===== config.mk =====
export PLATFORM = sky130hd
export DESIGN_NAME = hamming_rx_stage
export DESIGN_NICKNAME = d
export VERILOG_FILES = /design/src/rtl/hamming_rx_stage.sv
export SDC_FILE = /design/constraint.sdc
export NUM_CORES = 1
export LEC_CHECK = 0
export CAP_MARGIN = 20
export CORE_MARGIN = 4
export CORE_UTILIZATION = 45
export CTS_CLUSTER_DIAMETER = 80
export DETAILED_ROUTE_END_ITERATION = 8
export PLACE_DENSITY_LB_ADDON = 0.12
export SYNTH_ARGS = -nofsm -noshare
export SYNTH_HDL_FRONTEND = slang
export SYNTH_SLANG_ARGS = --single-unit

===== constraint.sdc =====
create_clock -name clk -period 3 [get_ports clk]
set_input_delay 0.45 -clock clk [delete_from_list [all_inputs] [get_ports clk]]
set_output_delay 0.45 -clock clk [all_outputs]
set_load 0.1 [all_outputs]

===== src/rtl/hamming_rx_stage.sv =====
// Hamming SECDED receive stage: extracts data bits from corrected codewords,
// buffers them in a small FIFO and keeps saturating SEC/DED event counts.
module hamming_rx_stage #(
  parameter int DEPTH    = 4,
  parameter int CNT_W    = 8,
  parameter bit DROP_DED = 1'b1
) (
  input  logic                     clk,
  input  logic                     rst_n,
  input  logic                     in_valid,
  output logic                     in_ready,
  input  logic [7:0]               code_in,
  input  logic [1:0]               error_flag,
  input  logic [2:0]               error_location,
  output logic                     out_valid,
  input  logic                     out_ready,
  output logic [3:0]               out_data,
  output logic [1:0]               out_err,
  output logic [CNT_W-1:0]         sec_count,
  output logic [CNT_W-1:0]         ded_count,
  output logic [2:0]               last_loc,
  input  logic                     clr_counts,
  output logic [$clog2(DEPTH):0]   level
);

  localparam int AW = $clog2(DEPTH);
  localparam int LW = AW + 1;
  localparam logic [LW-1:0] FULL_LVL = LW'(DEPTH);
  localparam logic [LW-1:0] LAST_LVL = LW'(DEPTH - 1);
  localparam logic [LW-1:0] ONE_LVL  = LW'(1);
  localparam logic [AW-1:0] PTR_ONE  = AW'(1);
  localparam logic [CNT_W-1:0] CNT_MAX = {CNT_W{1'b1}};
  localparam logic [CNT_W-1:0] CNT_ONE = CNT_W'(1);

  typedef struct packed {
    logic [1:0] err;
    logic [3:0] data;
  } entry_t;

  typedef enum logic [1:0] {EMPTY, PARTIAL, FULL} state_t;

  state_t          state, state_nx;
  entry_t          mem [DEPTH];
  entry_t          wr_entry, head;
  logic [AW-1:0]   wr_ptr, rd_ptr;
  logic [LW-1:0]   level_nx;
  logic            push, pop;
  logic            is_sec, is_ded, wr_en;

  assign in_ready  = (state != FULL);
  assign out_valid = (state != EMPTY);

  assign push   = in_valid & in_ready;
  assign pop    = out_valid & out_ready;
  assign is_sec = (error_flag == 2'b01);
  assign is_ded = error_flag[1];
  assign wr_en  = push & ~(is_ded & DROP_DED);

  // Layout [c_all, d3, d2, d1, c2, d0, c1, c0]
  assign wr_entry.err  = error_flag;
  assign wr_entry.data = {code_in[6], code_in[5], code_in[4], code_in[2]};

  assign head     = mem[rd_ptr];
  assign out_data = out_valid ? head.data : 4'd0;
  assign out_err  = out_valid ? head.err  : 2'd0;

  always_comb begin
    state_nx = state;
    unique case (state)
      EMPTY:   if (wr_en) state_nx = PARTIAL;
      PARTIAL: begin
        if (wr_en && !pop && level == LAST_LVL)
          state_nx = FULL;
        else if (pop && !wr_en && level == ONE_LVL)
          state_nx = EMPTY;
      end
      FULL:    if (pop) state_nx = PARTIAL;
      default: state_nx = EMPTY;
    endcase
  end

  always_comb begin
    level_nx = level;
    unique case (1'b1)
      (wr_en & ~pop): level_nx = level + ONE_LVL;
      (pop & ~wr_en): level_nx = level - ONE_LVL;
      default:        level_nx = level;
    endcase
  end

  always_ff @(posedge clk or negedge rst_n) begin
    if (!rst_n) begin
      state  <= EMPTY;
      level  <= '0;
      wr_ptr <= '0;
      rd_ptr <= '0;
    end else begin
      state  <= state_nx;
      level  <= level_nx;
      if (wr_en) wr_ptr <= wr_ptr + PTR_ONE;
      if (pop)   rd_ptr <= rd_ptr + PTR_ONE;
    end
  end

  always_ff @(posedge clk or negedge rst_n) begin
    if (!rst_n) begin
      for (int i = 0; i < DEPTH; i++) mem[i] <= '0;
    end else if (wr_en) begin
      mem[wr_ptr] <= wr_entry;
    end
  end

  // Clear wins over any same-cycle increment or location load
  always_ff @(posedge clk or negedge rst_n) begin
    if (!rst_n) begin
      sec_count <= '0;
      ded_count <= '0;
      last_loc  <= '0;
    end else if (clr_counts) begin
      sec_count <= '0;
      ded_count <= '0;
      last_loc  <= '0;
    end else if (push) begin
      if (is_sec && sec_count != CNT_MAX)
        sec_count <= sec_count + CNT_ONE;
      if (is_sec)
        last_loc <= error_location;
      if (is_ded && ded_count != CNT_MAX)
        ded_count <= ded_count + CNT_ONE;
    end
  end

endmodule


* Yosys cells after proc, flatten, opt, wreduce, memory -nomap -nowiden
Index checks and enable logic that the tools add are counted.
** Operators by class
- Mux-type cells :: 23
- Magnitude comparators :: 3
- $add $sub $neg :: 6
- Eq/ne operators :: 11
- Bitwise gates (word level) :: 10
- Reductions and logical operators :: 20
** Operators with widths (number)
- $mux W8 :: 6
- $bwmux W24 :: 1
- $mux W6 :: 3
- $add A8 B1 Y8 const B :: 2
- $ne A8 B8 Y1 const B :: 2
- $bmux W6 S2 :: 1
- $demux W6 S2 :: 1
- $reduce_bool A2 Y1 :: 6
- $mux W2 :: 5
- $mux W3 :: 3
- $logic_and A1 B1 Y1 :: 7
- $ge A3 B3 Y1 const B :: 2
- $ne A2 B2 Y1 const B :: 3
- $not A2 Y3 :: 2
- $pmux W2 S3 :: 1
- $pmux W3 S2 :: 1
- $reduce_and A2 Y1 :: 3
- $and A1 B1 Y1 :: 5
- $add A2 B1 Y2 const B :: 2
- $eq A2 B1 Y1 const B :: 2
- $mux W4 :: 1
- $add A3 B1 Y3 const B :: 1
- $eq A3 B1 Y1 const B :: 1
- $eq A3 B2 Y1 const B :: 1
- 8 further kinds :: 11
** Word-level totals
- Input port bits :: 18
- Bits in registers :: 52
- Logic and storage cells :: 88
- Output and inout port bits :: 30

* Logic depth before layout (Yosys ltp)
Gate-level depths: netlist of run 1.
- Depth after elaboration :: 9
- Depth in mapped cells :: 8
- Depth with buffers taken out :: 8

* Worst setup path after synthesis of run 1
Ideal clock, no wire load.
- Path type :: reg2out
- From :: register rd_ptr[0]
- To :: output out_data[0]
- Setup slack :: 345 ps
- Arrival time :: 2205 ps
- Path buffers :: 1
- Cell stages (with the launch flop) :: 4
- Required time :: 2550 ps
- Path through :: dfrtp_1 > buf_2 > mux4_2 > nor2b_1
** On the way
- Word-level cells in the longest chain between the ends :: 5
** RTL lines
- start, declared :: line 45 : logic [AW-1:0] wr_ptr, rd_ptr;
- start signal, assigned :: line 101 : if (pop) rd_ptr <= rd_ptr + PTR_ONE;
- $not A2 Y3 (not written as such) :: line 63 : assign head = mem[rd_ptr];
- $bmux W6 S2 :: line 63
- $mux W6 (not written as such) (2 in a row) :: line 63
- $mux W4 :: line 64 : assign out_data = out_valid ? head.data : 4'd0;
- end, declared :: line 17 : output logic [3:0] out_data,
Every way passes these cells. The select of a mux whose other input is x is not followed.

* Worst setup path in the final report of run 1
- From :: register rd_ptr[0]
- To :: output out_err[0]
** On the way
- Word-level cells in the longest chain between the ends :: 5
** RTL lines
- $not A2 Y3 (not written as such) :: line 63
- $bmux W6 S2 :: line 63
- $mux W6 (not written as such) (2 in a row) :: line 63
- $mux W2 :: line 65 : assign out_err = out_valid ? head.err : 2'd0;
- end, declared :: line 18 : output logic [1:0] out_err,
Every way passes these cells. The select of a mux whose other input is x is not followed.

==> results of run 1 <==
-- routing by layer --
metal  vias to the layer above  GRT usage [%]  wire, µm
li1                        917              -         -
met1                       928           20.5      2460
met2                        30           25.0      2460
met3                         8           2.75       180
met4                         0           5.26        80
met5                         -              0         0
-- per-stage QoR --
stage	area [µm²]	instances	hold WS, ns
6_report	3140	347	0.261
5_1_grt	3140	347	0.317
2_1_floorplan	2610	231	0.154
4_1_cts	3140	347	0.275
3_3_place_gp	3020	339	0.464
3_5_place_dp	3020	339	0.476
-- worst max path at each step --
stage              endpoint  cells past startpoint      start
2_1_floorplan   out_data[0]                      3  rd_ptr[0]
3_3_place_gp   sec_count[7]                      5   in_valid
3_5_place_dp   sec_count[5]                      5   in_valid
4_1_cts          out_err[0]                      3  rd_ptr[0]
5_1_grt          out_err[1]                      3  rd_ptr[0]
6_report         out_err[0]                      3  rd_ptr[0]
-- sequential cells by signal, summed over array words and instances (netlist names) --
name and flops:
state 2, mem 24, rd_ptr 2, sec_count 8, wr_ptr 2, last_loc 3, level 3, ded_count 8
-- cells in the final DEF, fill, tap and decap left out, drive strengths merged, types with 4 or more instances in the layout --
master,n
a21oi,17
and2,5
buf,33
clkbuf,5
clkdlybuf4s50,12
dfrtp,52
ha,12
inv,11
mux2,22
mux4,6
nand2,21
nand3,10
nor2,6
nor2b,12
o21ai,7
o31ai,7
or4,7
xnor2,4
-- synthesized netlist by cell type, types with 3 or more instances --
cell type / instances / area share (%)
xnor2_1: 4 / 1.3
a21oi_1: 17 / 3.3
dfrtp_1: 52 / 50
nor2_1: 6 / 0.86
or4_1: 7 / 2.0
ha_1: 12 / 5.7
and2_1: 5 / 1.2
nor2b_1: 11 / 2.6
nor4_1: 3 / 0.72
o31ai_1: 7 / 2.0
mux2_2: 22 / 9.5
o21ai_0: 7 / 1.3
nand2_1: 21 / 3.0
nand3_1: 10 / 1.9
inv_1: 10 / 1.4
clkbuf_1: 6 / 0.86
mux4_2: 6 / 5.2
-- where the power goes --
part	internal (mW)	leakage, nW	total, mW	switching (mW)
clock network	0.247	0.0541	0.480	0.233
registers	0.894	0.668	1.04	0.151
logic	0.491	0.664	1.45	0.955
total	1.63	1.39	2.97	1.34
-- layout make-up --
type                       count  area, µm²  area share, %
clock inverter                 3       42.5           1.36
inverter                      12       45.0           1.44
clock buffer                   5       68.8           2.19
sequential                    52       1300           41.5
tap                           72       90.1           2.87
timing repair buffer          45        365           11.7
multi-input combinational    158       1220           39.0
-- cell families after synthesis --
logic type                 Yosys count  share of synthesized area [%]
DFF                                 52                           49.8
AOI/OAI and AO/OA                   38                           8.62
adders and majority gates           12                           5.75
and+or+nand+nor                     74                           15.7
muxes                               29                           15.0
xor gates and xnor gates             5                           1.68
buffers and inverters               21                           3.40
==> run_results.csv, run 1 <==
group,metric,value,unit
logic_synthesis,syn-mean-instance-area,11.3,µm²
drt,vias,1883,
finish,finalNetCount,304,
floorplanning,dieHeight,84.2,µm
drt,route.antenna.remaining_nets,0,
drt,detail_route.drc_violations,0,
critical_path,setup.worst_path.end_class,"output pin",
logic_synthesis,synth.distinct_cells,39,
finish,layout-drive-gt1-share,27.6,%
logic_synthesis,ys_dominant_reg_cell,"dfrtp_1",
drt,drt-initial-drc-count,111,
sta,rsz0062_at_grt,"no",
critical_path,critical_path_required,2.55,ns
logic_synthesis,synth_edf_count,0,
finish,fin_util,56.3,%
clock_tree,gates_resized_cts_repair,0,
critical_path,critPathTopFamily,"flip-flops",
logic_synthesis,synthesized_net_count,261,
grt,groute.usage.overall,15.3,%
logic_synthesis,netlist_instances,231,
sta,relSlewSlack,46.6,%
floorplanning,core,0.00557,mm²
clock_tree,path_clk_slew,0.10,ns
clock_tree,clk_sinks,52,
critical_path,slowest_stage,"dfrtp_1",
grt,initial_antenna_violation_count,0,
critical_path,largest_stage_delay_on_the_critical_path,0.65,ns
sta,finalWorstPathRequiredPeriod,2.34,ns
grt,grt_pass1_vias,1923,
grt,wire_length_of_the_first_global_routing_pass,8840,µm
finish,num_antenna_cells,0,
floorplanning,rows,27,
drt,routed_wirelength,5180,µm
finish,n_fill_cell,498,
floorplanning,start_util,46.9,%
place,place_worst_setup_slack,0.592,ns
grt,globalRoute.totalOverflow,0,
logic_synthesis,synth-seq-area-share,49.8,%
place,port-buffer-count,43,
run_status,status,"completed",
logic_synthesis,yosysWarnings,0,
clock_tree,clockBufferDepth,2,
sta,timing.final.ws_setup,0.659,ns
clock_tree,clock-root-buffer,"clkbuf_8",
logic_synthesis,fraction_of_registers_with_async_set_reset,100,%
sta,highest_attainable_clock_frequency,0.427,GHz
critical_path,worst_setup_path_start_kind,"register",
drt,routedWlPerCell,14.9,µm
place,detailed_place_hpwl,3560,µm
run,maxCapViolations,0,
clock_tree,clock_tree.htree_level_count,2,
power,power.leakage,1.39,nW
clock_tree,cts_made_buffers,5,
floorplanning,floorplan.die.width,84.2,µm
logic_synthesis,ys_ff_latch,52,
sta,timing_worst_slew_pin_value,0.798,ns
critical_path,critPathMaxFanout,8,
critical_path,r2r_setup_slack,1.05,ns
sta,layout_worst_path_cycle_share,78.0,%
floorplanning,io_pins,48,
critical_path,crit-reg2reg-launch,"state[1]",
sta,totalNegativeSetupSlack,0,ns
power,power_density_over_cell_area,948,mW/mm²
sta,final_hold_violation_count,0,
sta,fin_worst_skew,0.00856,ns
sta,final-max-slew-violation-count,0,
hold_path,hp-class,"primary input to asynchronous set/reset pin",
sta,finalSetupViolations,0,
logic_synthesis,netlist_area,0.00261,mm²
critical_path,setup.worst_path.class,"register to output pin",
clock_tree,cts_hold_buffers,0,
grt,maximum_number_of_pins_on_one_net_before_global_route_repair,53,
critical_path,path_buf_inv,1,
drt,detail_route.vias_per_cell,5.43,
floorplanning,design.die.area,0.00709,mm²
critical_path,worstReg2RegEnd,"sec_count[5]",
power,max-vdd-ir-drop,0.788,mV
clock_tree,worst_skew_pair.late_latency,0.31,ns
critical_path,worstPathArrival,1.89,ns
drt,detail_route.first_pass.iterations,4,
power,fin_total_pwr,2.97,mW
finish,area_added_between_synthesis_and_finish,20.0,%
critical_path,r2r_cells,5,
place,gp_congestion,0.708,
critical_path,path_cells,"mux4_2, nor2b_1, buf_4",
clock_tree,cts_tree,"yes",
clock_tree,post-cts-setup-buffers,0,
(Power assumes the default switching activity.)
==> inputs of run 2 (changes only) <==
clock period = 2.11 ns   (was 3 ns; I/O delays follow)
==> run_results.csv, run 2 (synthesis gave the netlist of run 1 again) <==
group,metric,value,unit
floorplanning,design.die.area,0.00709,mm²
grt,globalRoute.totalOverflow,0,
finish,final_cells,354,
finish,register_with_the_highest_flop_count,"mem",
grt,wire_length_of_the_first_global_routing_pass,9170,µm
hold_path,holdCritStartpoint,"mem[17]",
drt,detail_route.drc_violations,0,
drt,drt-initial-drc-count,81,
drt,detail_route.first_pass.iterations,6,
run_status,status,"completed",
clock_tree,path_clk_slew,0.09,ns
place,detailed_place_hpwl,3830,µm
sta,fin_worst_skew,0.00574,ns
grt,grtUsageMet2,26.5,%
sta,final-max-slew-violation-count,0,
clock_tree,cts_made_buffers,5,
critical_path,worst_setup_path_start_kind,"register",
grt,maximum_number_of_pins_on_one_net_before_global_route_repair,34,
finish,num_antenna_cells,0,
sta,finalHoldWorstSlack,0.490,ns
sta,finalSetupViolations,0,
finish,finalNetCount,311,
critical_path,critPathMaxFanout,8,
floorplanning,dieHeight,84.2,µm
drt,detail_route.vias_per_cell,5.33,
hold_path,hp-class,"register to register",
place,port-buffer-count,43,
critical_path,critical_path_required,1.79,ns
power,max-vdd-ir-drop,1.07,mV
floorplanning,core,0.00557,mm²
sta,finalWorstPathRequiredPeriod,2.04,ns
clock_tree,clock_tree.htree_level_count,2,
grt,initial_antenna_violation_count,0,
finish,largest_registers,"mem (24), ded_count (8), sec_count (8)",
clock_tree,clock-root-buffer,"clkbuf_8",
sta,final_hold_violation_count,0,
critical_path,critPathLaunch,"rd_ptr[0]",
sta,timing_worst_slew_pin_value,0.576,ns
floorplanning,io_pins,48,
grt,groute.usage.overall,15.8,%
place,gp_congestion,0.746,
run,maxCapViolations,0,
clock_tree,worst_skew_pair.late_latency,0.29,ns
drt,vias,1887,
drt,route.antenna.remaining_nets,0,
critical_path,crit-reg2reg-launch,"state[1]",
grt,global_route.peak_usage_layer,"met2",
finish,largest_register_ffs,24,
finish,layout-drive-gt1-share,35.1,%
power,power.leakage,1.46,nW
place,place_inst,345,
floorplanning,start_util,46.9,%
clock_tree,post-cts-setup-buffers,0,
critical_path,setup.worst_path.end_class,"output pin",
power,power_density_over_cell_area,1390,mW/mm²
finish,layout_common_cells,"46 x dfrtp_1, 29 x buf_4, 22 x mux2_2",
finish,final_common_cell,"dfrtp_1",
grt,grt_use_met1,21.0,%
sta,relSlewSlack,61.5,%
finish,n_fill_cell,465,
clock_tree,cts_tree,"yes",
drt,routed_wirelength,5280,µm
sta,layout_worst_path_cycle_share,96.8,%
finish,finish.instance_area,0.00336,mm²
grt,grt_pass1_vias,1932,
clock_tree,clockBufferDepth,2,
floorplanning,floorplan.die.width,84.2,µm
finish,area_added_between_synthesis_and_finish,28.5,%
critical_path,worstPathArrival,1.72,ns
sta,totalNegativeSetupSlack,0,ns
drt,routedWlPerCell,14.9,µm
clock_tree,clk_sinks,52,
grt,grt_util_met3,3.43,%
floorplanning,rows,27,
critical_path,setup.worst_path.class,"register to output pin",
sta,rsz0062_at_grt,"no",
sta,highest_attainable_clock_frequency,0.490,GHz
place,place_area,0.00322,mm²
-- run 2: cell types whose count changed in the layout (fill, tap and decap cells not counted), sizes merged --
cell	delta
clkinv	-1
buf	+6
dlygate4sd3	+1
inv	-1
clkbuf	+2
-- run 2: worst paths after layout --
path,end,slack (ns),cells after the start
worst max-delay path,out_data[3],0.07,3
worst min-delay path,mem[17],0.49,1
worst max register to register,ded_count[1],0.29,6
worst min register to register,mem[17],0.49,1
max in group asynchronous,sec_count[0],1.06,3
min in group asynchronous,ded_count[5],0.51,2
-- run 2: timing repair --
action	4_1_cts	5_1_grt
resized for setup	1	0
hold endpoints to repair	19	0
endpoints found under the setup margin	6	0
hold buffers	1	0
-- run 2: layer usage --
metal | vias to the layer above | routed length, µm
li1 | 931 | -
met1 | 925 | 2460
met2 | 29 | 2600
met3 | 2 | 199
met4 | 0 | 25
met5 | - | 0
-- run 2: critical path, cell delays in order, from the launching register on --
cell and delay (ns):
dfrtp_2 0.53, mux4_2 0.55, nor2b_2 0.18, buf_12 0.16
-- run 2: where the power goes --
part | internal [mW] | switching (mW) | total [mW]
registers | 1.27 | 0.229 | 1.50
clock network | 0.419 | 0.313 | 0.731
logic | 0.989 | 1.43 | 2.42
-- run 2: through the flow --
step	util (%)	total power, mW	setup slack [ns]
floorplan	-	3.21	0.00603
global placement	57.8	3.91	0.0602
detailed placement	57.8	3.96	0.0415
CTS	60.2	4.71	0.0463
global route	60.2	4.87	0.0134
finish	60.2	4.66	0.0685
-- run 2: area by class of cell --
class                      instances  area [µm²]  area share (%)
clock inverter                     1        30.0           0.895
inverter                          12        48.8            1.45
sequential                        52        1310            39.0
multi-input combinational        158        1250            37.2
tap                               72        90.1            2.68
clock buffer                       7        96.3            2.87
timing repair buffer              52         533            15.9
